File: src/rtl/hsi_tx_arb.sv
// hsi_tx_arb: arbitrates the HSI frame transmitter between the telemetry (TM)
// and service-request (SR) paths. TM wins ties. SR grants are held off while
// pre_tm is high. Each completed frame is followed by a fixed inter-frame gap.
// Failed SR frames are re-armed through sr_repeat_req until the retry budget
// runs out.
//
// Optional macro HSI_TX_TIMEOUT_EN: when defined, a BUSY phase that lasts
// TIMEOUT_TICKS cycles without tx_done is closed as if tx_done=1 and
// tx_err=1 had arrived in that cycle.
//
// Ports:
//   clk, rst                    clock, synchronous active-high reset
//   tm_tx_rdy, sr_tx_rdy        pending-frame requests (held until acked)
//   pre_tm                      blocks new SR grants while high
//   tx_done, tx_err             end-of-frame pulse and its error qualifier
//   tm_tx_ack, sr_tx_ack        one-cycle grant pulses
//   tx_start                    one-cycle transmitter start pulse
//   tx_sel                      payload select (1 = TM, 0 = SR)
//   sr_repeat_req               one-cycle SR re-arm request
//   sr_fail, tm_fail            one-cycle failure pulses
//   busy                        high whenever the FSM is not IDLE
module hsi_tx_arb #(
  parameter int unsigned GAP_TICKS     = 16,
  parameter int unsigned MAX_RETRY     = 3,
  parameter int unsigned TIMEOUT_TICKS = 8192
) (
  input  logic clk,
  input  logic rst,
  input  logic tm_tx_rdy,
  input  logic sr_tx_rdy,
  input  logic pre_tm,
  input  logic tx_done,
  input  logic tx_err,
  output logic tm_tx_ack,
  output logic sr_tx_ack,
  output logic tx_start,
  output logic tx_sel,
  output logic sr_repeat_req,
  output logic sr_fail,
  output logic tm_fail,
  output logic busy
);

  localparam int unsigned GAP_W   = 8;
  localparam int unsigned RETRY_W = 4;

  localparam logic [GAP_W-1:0]   GAP_LOAD  = GAP_W'(GAP_TICKS - 1);
  localparam logic [RETRY_W-1:0] RETRY_MAX = RETRY_W'(MAX_RETRY);

  typedef enum logic [1:0] {
    IDLE  = 2'd0,
    GRANT = 2'd1,
    BUSY  = 2'd2,
    GAP   = 2'd3
  } state_t;

  state_t             state;
  state_t             state_nxt;
  logic               sel;
  logic               sel_nxt;
  logic [GAP_W-1:0]   gap_cnt;
  logic [GAP_W-1:0]   gap_cnt_nxt;
  logic [RETRY_W-1:0] retry_cnt;
  logic [RETRY_W-1:0] retry_cnt_nxt;

  logic tm_tx_ack_nxt;
  logic sr_tx_ack_nxt;
  logic tx_start_nxt;
  logic sr_repeat_req_nxt;
  logic sr_fail_nxt;
  logic tm_fail_nxt;
  logic busy_nxt;

  // Effective end-of-frame event and its error flag as seen by the FSM.
  logic done_eff;
  logic err_eff;
  logic fin;

`ifdef HSI_TX_TIMEOUT_EN
  localparam int unsigned TO_W = 16;
  localparam logic [TO_W-1:0] TO_LAST = TO_W'(TIMEOUT_TICKS - 1);

  logic [TO_W-1:0] to_cnt;
  logic [TO_W-1:0] to_cnt_nxt;
  logic            to_hit;

  // Counts BUSY cycles; zero outside BUSY so every BUSY entry starts clean.
  assign to_hit     = (state == BUSY) && (to_cnt == TO_LAST);
  assign to_cnt_nxt = (state == BUSY) ? (to_cnt + TO_W'(1)) : '0;
  assign done_eff   = tx_done | to_hit;
  assign err_eff    = tx_err  | to_hit;

  always_ff @(posedge clk) begin
    if (rst) begin
      to_cnt <= '0;
    end else begin
      to_cnt <= to_cnt_nxt;
    end
  end
`else
  assign done_eff = tx_done;
  assign err_eff  = tx_err;
`endif

  assign fin    = (state == BUSY) && done_eff;
  assign tx_sel = sel;

  // State and datapath registers.
  always_ff @(posedge clk) begin
    if (rst) begin
      state         <= IDLE;
      sel           <= 1'b0;
      gap_cnt       <= '0;
      retry_cnt     <= '0;
      tm_tx_ack     <= 1'b0;
      sr_tx_ack     <= 1'b0;
      tx_start      <= 1'b0;
      sr_repeat_req <= 1'b0;
      sr_fail       <= 1'b0;
      tm_fail       <= 1'b0;
      busy          <= 1'b0;
    end else begin
      state         <= state_nxt;
      sel           <= sel_nxt;
      gap_cnt       <= gap_cnt_nxt;
      retry_cnt     <= retry_cnt_nxt;
      tm_tx_ack     <= tm_tx_ack_nxt;
      sr_tx_ack     <= sr_tx_ack_nxt;
      tx_start      <= tx_start_nxt;
      sr_repeat_req <= sr_repeat_req_nxt;
      sr_fail       <= sr_fail_nxt;
      tm_fail       <= tm_fail_nxt;
      busy          <= busy_nxt;
    end
  end

  // Next-state logic; sel is only re-latched when a new grant is issued.
  always_comb begin
    state_nxt   = state;
    sel_nxt     = sel;
    gap_cnt_nxt = gap_cnt;
    case (state)
      IDLE: begin
        if (tm_tx_rdy) begin
          sel_nxt   = 1'b1;
          state_nxt = GRANT;
        end else if (sr_tx_rdy && !pre_tm) begin
          sel_nxt   = 1'b0;
          state_nxt = GRANT;
        end
      end
      GRANT: begin
        state_nxt = BUSY;
      end
      BUSY: begin
        if (done_eff) begin
          state_nxt   = GAP;
          gap_cnt_nxt = GAP_LOAD;
        end
      end
      GAP: begin
        if (gap_cnt == '0) begin
          state_nxt = IDLE;
        end else begin
          gap_cnt_nxt = gap_cnt - GAP_W'(1);
        end
      end
      default: begin
        state_nxt = IDLE;
      end
    endcase
  end

  // Output next values: grant pulses track entry into GRANT, completion
  // pulses appear the cycle after the frame ends.
  always_comb begin
    tm_tx_ack_nxt     = 1'b0;
    sr_tx_ack_nxt     = 1'b0;
    tx_start_nxt      = 1'b0;
    sr_repeat_req_nxt = 1'b0;
    sr_fail_nxt       = 1'b0;
    tm_fail_nxt       = 1'b0;
    busy_nxt          = (state_nxt != IDLE);
    retry_cnt_nxt     = retry_cnt;

    if (state_nxt == GRANT) begin
      tx_start_nxt  = 1'b1;
      tm_tx_ack_nxt = sel_nxt;
      sr_tx_ack_nxt = ~sel_nxt;
    end

    if (fin) begin
      if (sel) begin
        // TM frames are never retried; retry_cnt belongs to SR only.
        tm_fail_nxt = err_eff;
      end else if (!err_eff) begin
        retry_cnt_nxt = '0;
      end else if (retry_cnt < RETRY_MAX) begin
        sr_repeat_req_nxt = 1'b1;
        retry_cnt_nxt     = retry_cnt + RETRY_W'(1);
      end else begin
        sr_fail_nxt   = 1'b1;
        retry_cnt_nxt = '0;
      end
    end
  end

endmodule

File: config.mk
export PLATFORM = sky130hd
export DESIGN_NAME = hsi_tx_arb
export DESIGN_NICKNAME = d
export VERILOG_FILES = /design/src/rtl/hsi_tx_arb.sv
export SDC_FILE = /design/constraint.sdc
export NUM_CORES = 1
export LEC_CHECK = 0
export ABC_AREA = 1
export CORE_UTILIZATION = 47
export DETAILED_ROUTE_END_ITERATION = 12
export PLACE_DENSITY_LB_ADDON = 0.3
export SYNTH_ARGS = -nofsm -noshare
export SYNTH_HDL_FRONTEND = slang
export SYNTH_SLANG_ARGS = --single-unit
File: constraint.sdc
create_clock -name clk -period 1.4 [get_ports clk]
set_input_delay 0.28 -clock clk [delete_from_list [all_inputs] [get_ports clk]]
set_output_delay 0.28 -clock clk [all_outputs]
set_load 0.01 [all_outputs]
# After elaboration in Yosys (flattened, before gate mapping)
# Index checks and enable logic that the tools add are counted.
[op_classes]
addsub = 2
mul = 0
div_mod_pow = 0
order_cmp = 1
eq_ne = 6
shift = 0
n_mux = 16
n_bitwise = 5
n_reduce_logical = 12
[op_table]
columns = ["operator", "count"]
rows = [
  ["$mux 8", 2],
  ["$pmux 8 s2", 1],
  ["$logic_not 8->1", 1],
  ["$mux 2", 4],
  ["$mux 4", 2],
  ["$pmux 2 s4", 1],
  ["$sub 8x1->8 const B", 1],
  ["$mux 1", 6],
  ["$not 1->1", 5],
  ["$add 4x1->4 const B", 1],
  ["$eq 2x1->1 const B", 2],
  ["$eq 2x2->1 const B", 2],
  ["$lt 4x2->1 const B", 1],
  ["$ne 2x2->1 const B", 2],
  ["$reduce_bool 2->1", 2],
  ["$reduce_or 4->1", 1],
  ["$reduce_and 3->1", 1],
  ["$reduce_or 3->1", 1],
  ["$logic_and 1x1->1", 2],
  ["$logic_not 2->1", 1],
  ["$reduce_and 2->1", 1],
  ["$reduce_or 2->1", 1],
  ["$logic_not 1->1", 1],
]
[word_totals]
regBits = 22
latchBits = 0
ram_bits = 0
romBits = 0
inputBits = 7
output_inout_bits = 8
word_cells = 53
n_memories = 0

# Logic depth before layout (Yosys ltp)
# Gate-level depths: netlist (run 1).
[depth]
depth_word = 8
mapped_depth = 9
ltp_nobuf = 9

# Worst setup path after synthesis (run 1)
# Ideal clock, no wire load.
[synth_path]
path_kind = "flip-flop to flip-flop"
startpoint = "register gap_cnt[0]"
endpoint = "register busy"
setup_time_ps = 131
t_arrival_ps = 1203
required_time_ps = 1269
setup_slack_ps = 65
stages_incl_launch_ff = 10
path_buffers = 0
period_less_slack_ps = 1335
path_cell_list = "dfxtp_1 inv_1 ha_1 nand3_1 nor2_4 nor2_4 nor2_8 nand2_1 nand2_1 o21ai_1"
[synth_between]
elab_chain_len = 4
[synth_rtl]
columns = ["element", "line_no", "text"]
rows = [
  ["from (decl)", "61", "logic [GAP_W-1:0] gap_cnt;"],
  ["from (signal assigned)", "125", "gap_cnt <= gap_cnt_nxt;"],
  ["$logic_not 8->1", "162", "if (gap_cnt == '0) begin"],
  ["$mux 2", "162", ""],
  ["$pmux 2 s4", "142", "case (state)"],
  ["$reduce_bool 2->1", "183", "busy_nxt = (state_nxt != IDLE);"],
  ["to (signal assigned)", "133", "busy <= busy_nxt;"],
  ["to (decl)", "41", "output logic busy"],
]
# No other way between the ends.
# A chain may end at the register's enable or synchronous reset.

# Worst setup path after layout (run 1)
[layout_path]
startpoint = "register gap_cnt[1]"
endpoint = "register busy"
# Same word-level chain as after synthesis.

==> results of run 1 <==
==> final cells by class <==
cell class / instances / share of cell area (%)
clock buffer: 4 / 2.74
inverter: 20 / 5.66
multi-input combinational: 98 / 40.4
sequential: 22 / 33.8
tap: 27 / 2.55
timing repair buffer: 23 / 14.9
==> sequential cells by signal, summed over array words and instances (netlist names) <==
register	count
busy	1
sr_repeat_req	1
retry_cnt	4
tm_fail	1
state	2
tm_tx_ack	1
sr_tx_ack	1
tx_sel	1
tx_start	1
sr_fail	1
gap_cnt	8
==> per-stage QoR <==
stage	setup slack (ns)	cell area [um^2]
after global routing	-0.0150	1330
after global placement	-0.00722	1250
final	0.0841	1330
after detailed placement	-0.0539	1250
after CTS	0.0312	1290
after floorplan	0.0654	1020
==> per-layer routing <==
metal  global-route usage [%]  vias to the layer above
li1                         -                      498
met1                     23.0                      444
met2                     35.2                       25
met3                     3.77                        4
met4                     9.31                        0
met5                        0                        -
==> cells in the mapped netlist <==
master and n:
nand2_1 27, nor2_1 26, dfxtp_1 22, inv_1 20, nand3_1 10, a21oi_1 7
o21ai_0 6, a21oi_2 3, ha_1 3, nand2_2 2, nand3b_1 2, nor2_4 2
clkbuf_1 1, nand3_2 1, nand4_1 1, nor2_2 1, nor2_8 1, nor3_1 1
o21ai_1 1, o21ai_2 1, o22ai_1 1, xor2_1 1
==> cells by family (layout without fill, tap and decap cells) <==
logic type / count (synthesis) / count (layout) / synth area share (%)
flip-flops: 22 / 22 / 43.0
AND/OR/NAND/NOR: 74 / 75 / 33.9
adder cells (fa/ha/maj): 3 / 3 / 3.67
AO/OA/AOI/OAI: 19 / 19 / 10.9
XOR/XNOR: 1 / 1 / 0.856
buffers and inverters: 21 / 47 / 7.70
==> worst register-to-register path: stages (launching register included) <==
cell	delay, ns
dfxtp_2	0.34
inv_2	0.05
ha_2	0.19
nand3_4	0.08
nor2_4	0.13
nor2_4	0.08
nor2_8	0.15
nand2_2	0.06
nand2_1	0.08
o21ai_1	0.07
==> worst max path at each step <==
stage,start,to,cells past startpoint
finish,gap_cnt[1]$_SDFFE_PP0P_,busy$_SDFF_PP0_,9
global route,gap_cnt[1]$_SDFFE_PP0P_,gap_cnt[7]$_SDFFE_PP0P_,9
CTS,gap_cnt[0]$_SDFFE_PP0P_,busy$_SDFF_PP0_,9
detailed placement,tx_done,sr_repeat_req$_SDFF_PP0_,6
global placement,tx_done,sr_repeat_req$_SDFF_PP0_,6
floorplan,gap_cnt[0]$_SDFFE_PP0P_,busy$_SDFF_PP0_,9
==> timing repair <==
action / in CTS / in global routing
hold buffers: 0 / 0
buffers inserted: 0 / 1
gates cloned: 0 / 1
hold endpoints to repair: 0 / 0
endpoints found under the setup margin: 11 / 8
pin swaps: 0 / 7
gates resized for setup: 10 / 11
==> report_power, final <==
group / total, uW / switching, uW / internal, uW / leakage [uW]
Combinational: 359 / 206 / 153 / 0.000436
Clock: 340 / 181 / 159 / 0.0000210
Sequential: 696 / 26.8 / 670 / 0.000182
Total: 1400 / 414 / 981 / 0.000639
==> impl_results.rst, run 1 <==
.. list-table::
   :header-rows: 1

   * - Metric
     - Value
   * - Fin Hold WS
     - 0.456 ns
   * - Global-route wire length before repair
     - between 3000 and 4000 um
   * - I/O pin cnt
     - 15
   * - Buffering stage count on the worst path with inverters included
     - 1
   * - Crit-path max FO
     - 5
   * - Final hold violation count
     - 0
   * - Maximum buffer depth of the clock tree
     - 2
   * - Routed via count
     - ~970
   * - Leakage power
     - approximately 0.00064 uW
   * - Count of warnings emitted by yosys
     - 0
   * - Worst Path Required
     - 1.60 ns
   * - Num CTS Buffers
     - 3
   * - Hold Path Class
     - flop to flop
   * - CTS tree
     - built
   * - Drt first pass iters
     - 4
   * - Critical path launch point type
     - flop
   * - Top layer reached by signal wires
     - met4
   * - Slew Viols, Final
     - 0
   * - Post-route clock period utilization
     - between 90% and 100%
   * - Number of nets with antenna violations after detailed routing
     - 0
   * - Area used by multi-input combinational logic
     - ~540 um^2
   * - Commonest cells after routing, fill and taps aside
     - nand2_1, nor2_1, inv_1
   * - Final instance count without filler cells
     - 194
   * - Hold-critical path endpoint
     - retry_cnt[2]$_SDFFE_PP0P_
   * - Per-cell routed wire length
     - 11.5 um
   * - Port bufs
     - 14
   * - Amount of wire on met3 after detailed routing
     - 98 um
   * - Gpl congestion
     - 0.859
   * - Kind of end point of the critical path
     - flop
   * - Clock network latency to the later pin of the worst-skew pair
     - roughly 0.3 ns
   * - Initial Util
     - approximately half
   * - Number of antenna violations at the first check in global routing
     - 0
   * - Cell with the largest stage delay on the worst path
     - dfxtp_2
   * - Crit path cell chain
     - inv_2 -> ha_2 -> nand3_4 -> nor2_4 -> nor2_4 -> nor2_8 -> nand2_2 -> nand2_1 -> o21ai_1
   * - Core ar.
     - 2000 um^2
   * - Final core utilization
     - about two thirds
   * - Met1 wire length
     - 953 um
   * - Register clock-pin slew on the reported worst setup and hold paths
     - about 0.12 ns
   * - Crit Reg-Reg Endpoint
     - busy$_SDFF_PP0_
   * - Congestion Overflow GR
     - 0
   * - Mapped Area
     - approximately 1000 um^2
   * - Top cells by area, synth
     - dfxtp_1, nand2_1, nor2_1, inv_1, nand3_1
   * - Cell taking the most area after synthesis
     - dfxtp_1
   * - Full die area
     - approximately 2400 um^2
   * - Clk Tree Root Cell
     - clkbuf_4
   * - Max stage delay on crit path
     - approximately 0.34 ns
   * - Setup-violating endpoint count in the final report
     - 0
   * - Layout Nets
     - between 150 and 200
   * - Largest net degree at the start of global routing
     - 13
   * - CP delay by family, top
     - simple AND/OR/NAND/NOR gates
   * - Pin slew with the least headroom to its limit
     - roughly 0.27 ns
   * - Width of the die
     - around 50 um
   * - Number of rows created at floorplan
     - 16
   * - Endpoint arrival time on the critical path
     - about 1.5 ns
   * - Half-perimeter wire length after placement
     - around 1700 um
   * - Worst supply voltage drop on vdd
     - just under 800 uV
   * - Time the final worst path needs with I/O delays and setup
     - roughly 1.3 ns
   * - Pwr Density
     - 1050 nW/um^2
   * - Synth Register Bits
     - 22
   * - Outcome
     - finished, final reports clean
   * - Critical R2R Launch
     - gap_cnt[1]$_SDFFE_PP0P_
   * - Wire length on met2
     - 1150 um
   * - Proportion of netlist area held by the largest area contributor
     - between 40% and 50%
   * - Most common cell after layout, fill and taps aside
     - nand2_1
   * - Hold Path Cell Cnt
     - 2
   * - Net count after synthesis
     - 150
   * - Sequential-to-total area share from yosys stat
     - 43.0%
   * - Number of DRC violations after detailed routing
     - 0
   * - Deepest level of the CTS H-tree
     - 1
   * - DR vias/cell
     - between 5 and 6
   * - Worst Reg2Reg Path Length in Cells
     - 9
   * - Via count of the first global-routing pass
     - between 800 and 900
   * - Dominant cell type by count on the critical path
     - nor2_4
   * - Placed Cells
     - roughly 190
   * - Die span in y
     - a little under 50 um
   * - Sequential cell area in the final layout
     - approximately 450 um^2
   * - Area growth syn-to-layout
     - 29.6%
   * - Overall global routing resource usage
     - between 10% and 20%
   * - Total detailed-routing wirelength
     - 2230 um
   * - Total Neg Setup Slack
     - 0 ns
   * - DRT iter0 DRCs
     - 24
   * - Total Power
     - 1400 uW
   * - Number of different library cells in the post-synthesis netlist
     - 22
   * - Share of final-layout standard cells stronger than drive strength 1
     - ~22%
   * - Average size of a mapped cell
     - between 7 and 8 um^2
   * - Antenna Diode Count
     - 0
   * - Num Clock Sinks
     - 22
   * - Slack of the worst reg-to-reg path
     - between 0.08 and 0.09 ns
   * - Synthesized instance count
     - between 100 and 150
   * - Start point of the worst hold path
     - retry_cnt[2]$_SDFFE_PP0P_
   * - Filler Cell Count
     - 181
   * - Worst slew margin
     - between 80% and 90%
   * - Final worst clock skew
     - 0.00322 ns
   * - Max cap viols
     - 0
   * - Maximum operating frequency
     - 760 MHz
   * - Kind of critical path
     - flop to flop
Power figures use the tool's default switching activity.
==> run 2, diff against run 1 <==
--- a/config.mk
+++ b/config.mk
@@ -7,8 +7,10 @@
 export LEC_CHECK = 0
 export ABC_AREA = 1
 export CORE_UTILIZATION = 47
+export CTS_CLUSTER_SIZE = 30
 export DETAILED_ROUTE_END_ITERATION = 12
 export PLACE_DENSITY_LB_ADDON = 0.3
+export SKIP_CTS_REPAIR_TIMING = 1
 export SYNTH_ARGS = -nofsm -noshare
 export SYNTH_HDL_FRONTEND = slang
 export SYNTH_SLANG_ARGS = --single-unit
==> impl_results.rst, run 2 (synthesis gave the netlist of run 1 again) <==
.. list-table::
   :header-rows: 1

   * - Metric
     - Value
   * - Outcome
     - finished, final reports clean
   * - Maximum buffer depth of the clock tree
     - 2
   * - Worst supply voltage drop on vdd
     - approximately 840 uV
   * - Post-route clock period utilization
     - roughly 92%
   * - Slack of the worst reg-to-reg path
     - approximately 0.11 ns
   * - Most common cell after layout, fill and taps aside
     - nand2_1
   * - Commonest cells after routing, fill and taps aside
     - nand2_1, nor2_1, inv_1
   * - Per-cell routed wire length
     - around 12 um
   * - Antenna Diode Count
     - 0
   * - Cell with the largest stage delay on the worst path
     - dfxtp_2
   * - Half-perimeter wire length after placement
     - about 1700 um
   * - Crit-path max FO
     - 5
   * - DR vias/cell
     - roughly 4.9
   * - Routing layer with the top usage in global route
     - met2
   * - Fin Hold WS
     - around 0.46 ns
   * - Clk Tree Root Cell
     - clkbuf_4
   * - Core ar.
     - 2000 um^2
   * - Congestion Overflow GR
     - 0
   * - Total Neg Setup Slack
     - 0 ns
   * - Pwr Density
     - 1040 nW/um^2
   * - Setup-violating endpoint count in the final report
     - 0
   * - Max stage delay on crit path
     - 0.34 ns
   * - Placed inst area
     - ~1300 um^2
   * - GR Layer Usage met3
     - 3.77%
   * - Area of all placed cells without fillers
     - 1350 um^2
   * - Largest register by flop count
     - gap_cnt
   * - Drt first pass iters
     - 4
   * - Pin slew with the least headroom to its limit
     - around 0.27 ns
   * - Routed via count
     - between 900 and 1000
   * - Total Power
     - 1400 uW
   * - Initial Util
     - 51.1%
   * - Leakage power
     - approximately 0.00074 uW
   * - Total detailed-routing wirelength
     - ~2200 um
   * - Full die area
     - roughly 2400 um^2
   * - Top Registers
     - gap_cnt (8), retry_cnt (4), state (2)
   * - Width of the die
     - slightly below 50 um
   * - Layout Nets
     - roughly 180
   * - Critical path launch point type
     - flop
   * - Endpoint arrival time on the critical path
     - about 1.5 ns
   * - Maximum operating frequency
     - slightly below 800 MHz
   * - Die span in y
     - around 50 um
   * - Num CTS Buffers
     - 3
   * - Number of nets with antenna violations after detailed routing
     - 0
   * - Global routing usage on met2
     - about a third
   * - Number of rows created at floorplan
     - 16
   * - Final core utilization
     - about two thirds
   * - RSZ-0062 raised after global routing
     - no
   * - Via count of the first global-routing pass
     - between 800 and 900
   * - Number of DRC violations after detailed routing
     - 0
   * - Worst Path Required
     - ~1.6 ns
   * - Gpl congestion
     - between 0.8 and 0.9
   * - Final worst clock skew
     - between 0.0015 and 0.002 ns
   * - Share of final-layout standard cells stronger than drive strength 1
     - between 20% and 30%
   * - Crit path cell chain
     - inv_2 -> ha_2 -> nand3_4 -> nor2_4 -> nor2_4 -> nor2_8 -> nand2_1 -> nand2_1 -> o21ai_1
   * - Max cap viols
     - 0
   * - Port bufs
     - 14
   * - Final hold violation count
     - 0
   * - Slew Viols, Final
     - 0
   * - Num Clock Sinks
     - 22
   * - Number of antenna violations at the first check in global routing
     - 0
   * - Filler Cell Count
     - between 150 and 200
   * - Worst slew margin
     - approximately 80%
   * - Clock network latency to the later pin of the worst-skew pair
     - 0.30 ns
   * - Hold Path Class
     - flop to flop
   * - Register clock-pin slew on the reported worst setup and hold paths
     - 0.12 ns
   * - I/O pin cnt
     - 15
   * - Deepest level of the CTS H-tree
     - 1
   * - Global-route met1 utilization
     - roughly 23%
   * - DRT iter0 DRCs
     - 31
   * - Area growth syn-to-layout
     - 32.2%
   * - Kind of critical path
     - flop to flop
   * - Kind of end point of the critical path
     - flop
   * - Largest net degree at the start of global routing
     - 13
   * - Number of flip-flops in the largest register
     - 8
   * - CTS tree
     - built
   * - Global-route wire length before repair
     - 3520 um
   * - Overall global routing resource usage
     - roughly a fifth
   * - Time the final worst path needs with I/O delays and setup
     - approximately 1.3 ns
==> run 2: power by group <==
| group | switching [uW] | leakage, uW | total (uW) | internal (uW) |
|---|---|---|---|---|
| logic | 203 | 0.000534 | 362 | 159 |
| clock network | 185 | 0.0000210 | 343 | 159 |
| registers | 27.1 | 0.000181 | 696 | 669 |
| total | 414 | 0.000737 | 1400 | 987 |
==> run 2: layer usage <==
metal	up-vias	part of all wire [%]
met4	0	2.4
met2	26	50
li1	498	-
met1	427	43
met5	-	0
met3	6	4.2
==> run 2: stage by stage <==
stage               std cells  worst slack [ns]
finish                    194             0.106
global route              194          0.000513
CTS                       192            -0.145
detailed placement        188           -0.0539
global placement          188          -0.00722
floorplan                 140            0.0654
==> run 2: area by class of cell <==
cell class                 count  area, um^2  share of cell area [%]
tap                           27        33.8                    2.50
sequential                    22         447                    33.0
multi-input combinational     98         533                    39.4
inverter                      20        75.1                    5.55
timing repair buffer          23         228                    16.8
clock buffer                   4        36.3                    2.68
==> run 2: worst paths after layout <==
| path | cells after the start | end | from |
|---|---|---|---|
| max | 9 | busy$_SDFF_PP0_ | gap_cnt[1]$_SDFFE_PP0P_ |
| max reg2reg | 9 | busy$_SDFF_PP0_ | gap_cnt[1]$_SDFFE_PP0P_ |
| min | 2 | retry_cnt[2]$_SDFFE_PP0P_ | retry_cnt[2]$_SDFFE_PP0P_ |
| min reg2reg | 2 | retry_cnt[2]$_SDFFE_PP0P_ | retry_cnt[2]$_SDFFE_PP0P_ |
==> run 2: critical path, delay by kind of cell (launching register included) <==
| kind | cells | cell delay [ns] |
|---|---|---|
| adders and majority gates | 1 | 0.19 |
| buffers and inverters | 1 | 0.05 |
| and+or+nand+nor | 6 | 0.56 |
| DFF | 1 | 0.34 |
| AOI/OAI and AO/OA | 1 | 0.07 |
